## src/rtl/fifo_sync_flags.sv

```systemverilog
// ---------------------------------------------------------------------------
// fifo_sync_flags
//
// Synchronous first-word-fall-through FIFO with occupancy count, full/empty,
// programmable almost-full/almost-empty thresholds, synchronous flush and
// sticky overflow/underflow error flags. Storage is a register array with
// synchronous write and combinational read.
//
// Optional feature macro: FIFO_HWM_EN
//   defined   -> high_water tracks peak occupancy since the last reset/flush
//   undefined -> high_water is tied to 0 and no register is built
//
// Parameters
//   DATA_WIDTH  entry width in bits
//   ADDR_WIDTH  pointer width, depth = 1 << ADDR_WIDTH
//   AF_LEVEL    almost_full  when count >= AF_LEVEL (never if AF_LEVEL > depth)
//   AE_LEVEL    almost_empty when count <= AE_LEVEL
//
// Ports
//   clock         rising-edge clock
//   reset         synchronous, active-high reset
//   flush         synchronous queue clear (error flags are kept)
//   err_clr       clears the sticky error flags
//   enQ / deQ     enqueue / dequeue requests
//   data_in       enqueue data
//   data_out      head-of-queue data (fall-through, bypass when empty)
//   empty, full, almost_empty, almost_full   occupancy flags
//   count         occupancy, 0..depth
//   overflow      sticky: an enqueue was rejected
//   underflow     sticky: a dequeue was rejected
//   high_water    peak occupancy
// ---------------------------------------------------------------------------
module fifo_sync_flags #(
    parameter int DATA_WIDTH = 8,
    parameter int ADDR_WIDTH = 8,
    parameter int AF_LEVEL   = (1 << ADDR_WIDTH) - 1,
    parameter int AE_LEVEL   = 1
) (
    input  logic                  clock,
    input  logic                  reset,
    input  logic                  flush,
    input  logic                  err_clr,
    input  logic                  enQ,
    input  logic                  deQ,
    input  logic [DATA_WIDTH-1:0] data_in,
    output logic [DATA_WIDTH-1:0] data_out,
    output logic                  empty,
    output logic                  full,
    output logic                  almost_empty,
    output logic                  almost_full,
    output logic [ADDR_WIDTH:0]   count,
    output logic                  overflow,
    output logic                  underflow,
    output logic [ADDR_WIDTH:0]   high_water
);

    localparam int DEPTH = 1 << ADDR_WIDTH;

    // Thresholds outside 0..depth cannot be represented in the count width,
    // so they are resolved to constant flag values here instead of being
    // truncated into a misleading comparison.
    localparam bit AF_NEVER  = (AF_LEVEL > DEPTH);
    localparam bit AE_ALWAYS = (AE_LEVEL >= DEPTH);

    localparam logic [ADDR_WIDTH:0] DEPTH_C  = (ADDR_WIDTH+1)'(DEPTH);
    localparam logic [ADDR_WIDTH:0] AF_LVL_C = AF_NEVER  ? '0 : (ADDR_WIDTH+1)'(AF_LEVEL);
    localparam logic [ADDR_WIDTH:0] AE_LVL_C = AE_ALWAYS ? '0 : (ADDR_WIDTH+1)'(AE_LEVEL);

    // -----------------------------------------------------------------------
    // State
    // -----------------------------------------------------------------------
    logic [DATA_WIDTH-1:0] mem_q [DEPTH];

    logic [ADDR_WIDTH-1:0] wr_ptr_q, wr_ptr_d;
    logic [ADDR_WIDTH-1:0] rd_ptr_q, rd_ptr_d;
    logic [ADDR_WIDTH:0]   count_q,  count_d;
    logic                  overflow_q,  overflow_d;
    logic                  underflow_q, underflow_d;

    // -----------------------------------------------------------------------
    // Flag decode from registered count
    // -----------------------------------------------------------------------
    logic empty_w;
    logic full_w;

    assign empty_w = (count_q == '0);
    assign full_w  = (count_q == DEPTH_C);

    assign empty        = empty_w;
    assign full         = full_w;
    assign count        = count_q;
    assign overflow     = overflow_q;
    assign underflow    = underflow_q;
    assign almost_full  = AF_NEVER  ? 1'b0 : (count_q >= AF_LVL_C);
    assign almost_empty = AE_ALWAYS ? 1'b1 : (count_q <= AE_LVL_C);

    // -----------------------------------------------------------------------
    // Qualified strobes
    // -----------------------------------------------------------------------
    // A dequeue is honoured only when there is something to pop. An enqueue
    // is honoured when there is room, or when a simultaneous pop frees a slot
    // this edge. On an empty FIFO with both requests the word bypasses the
    // array entirely, so nothing is written.
    logic w_deq;
    logic w_enq;
    logic bypass;
    logic overflow_set;
    logic underflow_set;

    assign w_deq  = deQ & ~empty_w;
    assign w_enq  = enQ & ~(empty_w & deQ) & (~full_w | deQ);
    assign bypass = empty_w & enQ & deQ;

    assign overflow_set  = enQ & full_w  & ~deQ;
    assign underflow_set = deQ & empty_w & ~enQ;

    // -----------------------------------------------------------------------
    // Read port: fall-through head, combinational bypass when empty
    // -----------------------------------------------------------------------
    always_comb begin
        if (bypass) begin
            data_out = data_in;
        end else if (empty_w) begin
            data_out = '0;
        end else begin
            data_out = mem_q[rd_ptr_q];
        end
    end

    // -----------------------------------------------------------------------
    // Next-state logic (flush and normal operation; reset is applied in the
    // register process and overrides everything here)
    // -----------------------------------------------------------------------
    // NOTE: every signal assigned in this block gets a default first, so no
    // path leaves it unassigned and no latch is inferred.
    always_comb begin
        wr_ptr_d    = wr_ptr_q;
        rd_ptr_d    = rd_ptr_q;
        count_d     = count_q;
        overflow_d  = overflow_q;
        underflow_d = underflow_q;

        if (flush) begin
            // Requests on a flush cycle are dropped and raise no error;
            // the sticky flags survive so software can still see them.
            wr_ptr_d = '0;
            rd_ptr_d = '0;
            count_d  = '0;
        end else begin
            if (w_enq) begin
                wr_ptr_d = wr_ptr_q + 1'b1;
            end
            if (w_deq) begin
                rd_ptr_d = rd_ptr_q + 1'b1;
            end

            unique case ({w_enq, w_deq})
                2'b10:   count_d = count_q + 1'b1;
                2'b01:   count_d = count_q - 1'b1;
                default: count_d = count_q;
            endcase

            // Clear first so a coincident set wins.
            if (err_clr) begin
                overflow_d  = 1'b0;
                underflow_d = 1'b0;
            end
            if (overflow_set) begin
                overflow_d = 1'b1;
            end
            if (underflow_set) begin
                underflow_d = 1'b1;
            end
        end
    end

    // -----------------------------------------------------------------------
    // Control registers
    // -----------------------------------------------------------------------
    // NOTE: sequential state uses non-blocking assignments so every register
    // samples the pre-edge value of every other register.
    always_ff @(posedge clock) begin
        if (reset) begin
            wr_ptr_q    <= '0;
            rd_ptr_q    <= '0;
            count_q     <= '0;
            overflow_q  <= 1'b0;
            underflow_q <= 1'b0;
        end else begin
            wr_ptr_q    <= wr_ptr_d;
            rd_ptr_q    <= rd_ptr_d;
            count_q     <= count_d;
            overflow_q  <= overflow_d;
            underflow_q <= underflow_d;
        end
    end

    // -----------------------------------------------------------------------
    // Storage array
    // -----------------------------------------------------------------------
    // NOTE: the array has no reset. Occupancy is tracked by the pointers and
    // count, and empty reads return 0 via the read mux, so stale contents are
    // never observable; leaving it unreset lets it map onto plain storage.
    always_ff @(posedge clock) begin
        if (!reset && !flush && w_enq) begin
            mem_q[wr_ptr_q] <= data_in;
        end
    end

    // -----------------------------------------------------------------------
    // High-water mark
    // -----------------------------------------------------------------------
`ifdef FIFO_HWM_EN
    logic [ADDR_WIDTH:0] high_water_q, high_water_d;

    always_comb begin
        high_water_d = high_water_q;
        if (flush) begin
            high_water_d = '0;
        end else if (count_d > high_water_q) begin
            high_water_d = count_d;
        end
    end

    always_ff @(posedge clock) begin
        if (reset) begin
            high_water_q <= '0;
        end else begin
            high_water_q <= high_water_d;
        end
    end

    assign high_water = high_water_q;
`else
    assign high_water = '0;
`endif

endmodule

```

## config.mk

```make
export PLATFORM = sky130hd
export DESIGN_NAME = fifo_sync_flags
export DESIGN_NICKNAME = d
export VERILOG_FILES = /design/src/rtl/fifo_sync_flags.sv
export SDC_FILE = /design/constraint.sdc
export NUM_CORES = 2
export LEC_CHECK = 0
export ABC_AREA = 1
export BUFFER_PORTS_ARGS = -buffer_cell sky130_fd_sc_hd__buf_2
export CAP_MARGIN = 25
export CORE_MARGIN = 4
export CORE_UTILIZATION = 50
export CTS_BUF_LIST = sky130_fd_sc_hd__clkbuf_4 sky130_fd_sc_hd__clkbuf_8 sky130_fd_sc_hd__clkbuf_16
export CTS_CLUSTER_SIZE = 40
export DETAILED_ROUTE_END_ITERATION = 6
export GPL_TIMING_DRIVEN = 1
export PLACE_DENSITY = 0.72
export SETUP_SLACK_MARGIN = 0.2
export SKIP_CTS_REPAIR_TIMING = 1
export SLEW_MARGIN = 20
export SYNTH_ARGS = -nofsm -noshare
export SYNTH_HDL_FRONTEND = slang
export SYNTH_SLANG_ARGS = --single-unit
```

## constraint.sdc

```tcl
create_clock -name clock -period 3.27 [get_ports clock]
set_clock_uncertainty 0.2 [all_clocks]
set_input_delay 0.654 -clock clock [delete_from_list [all_inputs] [get_ports clock]]
set_output_delay 0.654 -clock clock [all_outputs]
set_load 0.1 [all_outputs]
```

==> results.md <==
* Outcome: finished with violations
* Failing checks: setup timing
* Count of buffers from port buffering at 36
* Area Growth Syn to Fin at 19.1%
* Slew HR at 29.3%
* Hold Violations, Final at 0
* Post-synth top area share at 72.3%
* MaxCap Viol Count at 0
* Wirelength, routed at 243000 µm
* Largest net degree at the start of global routing at 165
* Final setup violating endpoints at 8
* Chip height at 420 µm
* Gr busiest metal: met2
* Initial antenna violation count at 5
* TritonCTS clock tree: yes
* Startpoint Class: register
* DR iter-0 viols at 9166
* Worst slack at placement at -0.382 ns
* Final WS setup at -1.06 ns
* Initial Utilization at 50.2%
* Crit path DAT at 3.48 ns
* Die X at 420 µm
* Met1 Resource Use GR at 36.2%
* Post-synth EDFFs at 2048
* Met3 Resource Use GR at 5.77%
* Clock Pin Slew Worst Setup and Hold Paths at 0.06 ns
* Top cells by area in the synthesized netlist: edfxtp_1 (72%), nand3_1 (12%), nand2_1 (10%)
* Vias per cell at 5.98
* Core region area at 0.169 mm²
* Hold path cells at 1
* Root cell of the clock tree: clkbuf_16
* Placed Instances at 9626
* Met2 usage at 41.1%
* RD Place Congestion at 0.904
* Final non-filler cell total at 10100
* Peak fanout along the critical path at 41
* Synth cell types at 37
* Initial DRT Pass Iterations at 6
* Maximum vdd ir drop at 0.000513 V
* Top Ports at 46
* Register area share after synthesis at 73.1%
* Residual DRC count at 0
* Share of layout cells above drive strength 1 at 16.0%
* Post-synthesis average cell area at 11.7 µm²
* Final ANT Viol Nets at 0
* Class of the worst hold path: in -> reg
* Fraction of registers with async set/reset at 0%
* Crit path kind: reg -> out
* First-pass GRT wire length at 353000 µm
* Vias in the first global route at 56900
* Register-to-register setup slack at 0.27 ns
* RSZ-0062 raised after global routing: yes
* # H-tree levels at 4
* Synth Flop Type: edfxtp_1
* Min Tclk post-route at 4.33 ns
* Crit end category: output port
* Layout net count at 7718
* FP Rows at 151
* Gr ovfl total at 0
* Mapped Area at 0.0851 mm²
* Syn. warnings at 0
* Leakage power at 36.4 nW
* Reg2Reg Depth at 13
* DR WL/cell at 24.1 µm
* FF+latch count, synth at 2083
* Via count at 60300
* Clk_lat worst skew at 0.84 ns
* Most area-hungry cell type in the Yosys netlist: edfxtp_1
* Clock buffer depth at 3
* Clk sink count at 2083
* Worst Max-Slew Pin Slew at 1.06 ns
* Fin. max-slew vios at 0
* CP required at 2.42 ns
* CTS buffer count at 202
* Syn Inst Count at 7273
* HPWL Detailed at 141000 µm
* Fin crit share at 132%
* Maximum clock frequency at 231 MHz
* Final core occ at 59.8%
* Cell Pwr Density at 570 mW/mm²
* Total Routing Usage GR at 26.5%
* Die area at 0.177 mm²
[path summary, 6_finish.rpt]
| path | startpoint | endpoint |
|---|---|---|
| setup / recovery | register | data_out[6] |
| hold reg to reg | count[5] | count[5] |
| setup reg to reg | count[1] | mem_q[116][6] |
| hold / removal | data_in[2] | mem_q[1][2] |
[logic make-up after synthesis]
family | Yosys count | share of synthesized area [%]
buffers and inverters | 546 | 2.87
XOR/XNOR | 2 | 0.0206
flip-flops | 2083 | 73.1
other | 1 | 0.00441
AND/OR/NAND/NOR | 4579 | 23.5
adder cells (fa/ha/maj) | 11 | 0.162
AO/OA/AOI/OAI | 51 | 0.328
[cell usage in the layout, fill, tap and decap left out, types with 41 or more instances in the layout]
master | netlist | final
nand2_1 | 2290 | 2231
edfxtp_1 | 2048 | 2048
nand3_1 | 1962 | 1879
buf_4 | 14 | 470
nor2_1 | 266 | 252
clkbuf_16 | 0 | 236
buf_12 | 0 | 123
nand3_2 | 1 | 84
nand2_2 | 2 | 50
clkbuf_4 | 0 | 48
clkinv_1 | 0 | 41
clkinv_2 | 0 | 41
[through the flow]
| stage | instance area, µm² | total power, mW | setup TNS (ns) | hold WS, ns |
|---|---|---|---|---|
| floorplan | 85200 | 32.1 | 0 | 0.259 |
| global placement | 92100 | 34.0 | -2.34 | 0.251 |
| detailed placement | 92100 | 34.0 | -2.39 | 0.257 |
| CTS | 98900 | 57.4 | -10.49 | -0.260 |
| global route | 101000 | 59.4 | -9.03 | 0.0267 |
| finish | 101000 | 57.7 | -8.15 | 0.0660 |
[cells in the mapped netlist, types with 7 or more instances]
master    count
buf_6        13
buf_1        76
nand2_1    2290
inv_1        45
nor2_2       11
ha_1         11
nor2_1      266
nand3_4       8
buf_2       170
a21oi_1      27
buf_4        14
clkbuf_1    221
nor3_1       18
nand3_1    1962
edfxtp_1   2048
o21ai_0      21
dfxtp_1      35
nand2_4       7
[layout make-up]
class	count	area (µm²)
Tap cell	2218	2780
Timing Repair Buffer	702	8010
Multi-Input combinational cell	4652	21200
Timing Repair inverter	2	27.5
Clock buffer	255	5530
Clock inverter	121	1250
Antenna cell	6	15.0
Inverter	50	248
Fill cell	12600	68000
Sequential cell	2083	62200
[power breakdown]
group	switching [mW]	total, mW	internal (mW)	leakage [nW]
Sequential	0.0213	29.3	29.3	18.7
Combinational	3.19	4.67	1.48	14.4
Clock	9.97	23.7	13.7	3.39
[metal layers]
metal / up-vias / part of all wire [%]
met3: 627 / 12
li1: 26600 / -
met5: - / 0
met1: 29100 / 37
met4: 0 / 4.6
met2: 3977 / 47
[registers in the layout (all words and copies together), names as in the netlist, named ones only]
name / count
overflow: 1
wr_ptr_q: 8
mem_q: 2048
underflow: 1
count: 9
rd_ptr_q: 8
[worst max-delay path: stages (launching register included)]
cell     delay (ns)
dfxtp_4        0.43
buf_12         0.16
buf_12         0.17
buf_16         0.22
nand2_1        0.08
nand3_1        0.09
nand3_1        0.14
nand3_1        0.12
nand3_1        0.16
nand2_2        0.18
nand2_1        0.12
nand2_2        0.14
nand2_1        0.08
nand3_2        0.11
nand3_2        0.11
nand2_4        0.12
buf_12         0.18
Power figures use the tool's default switching activity.
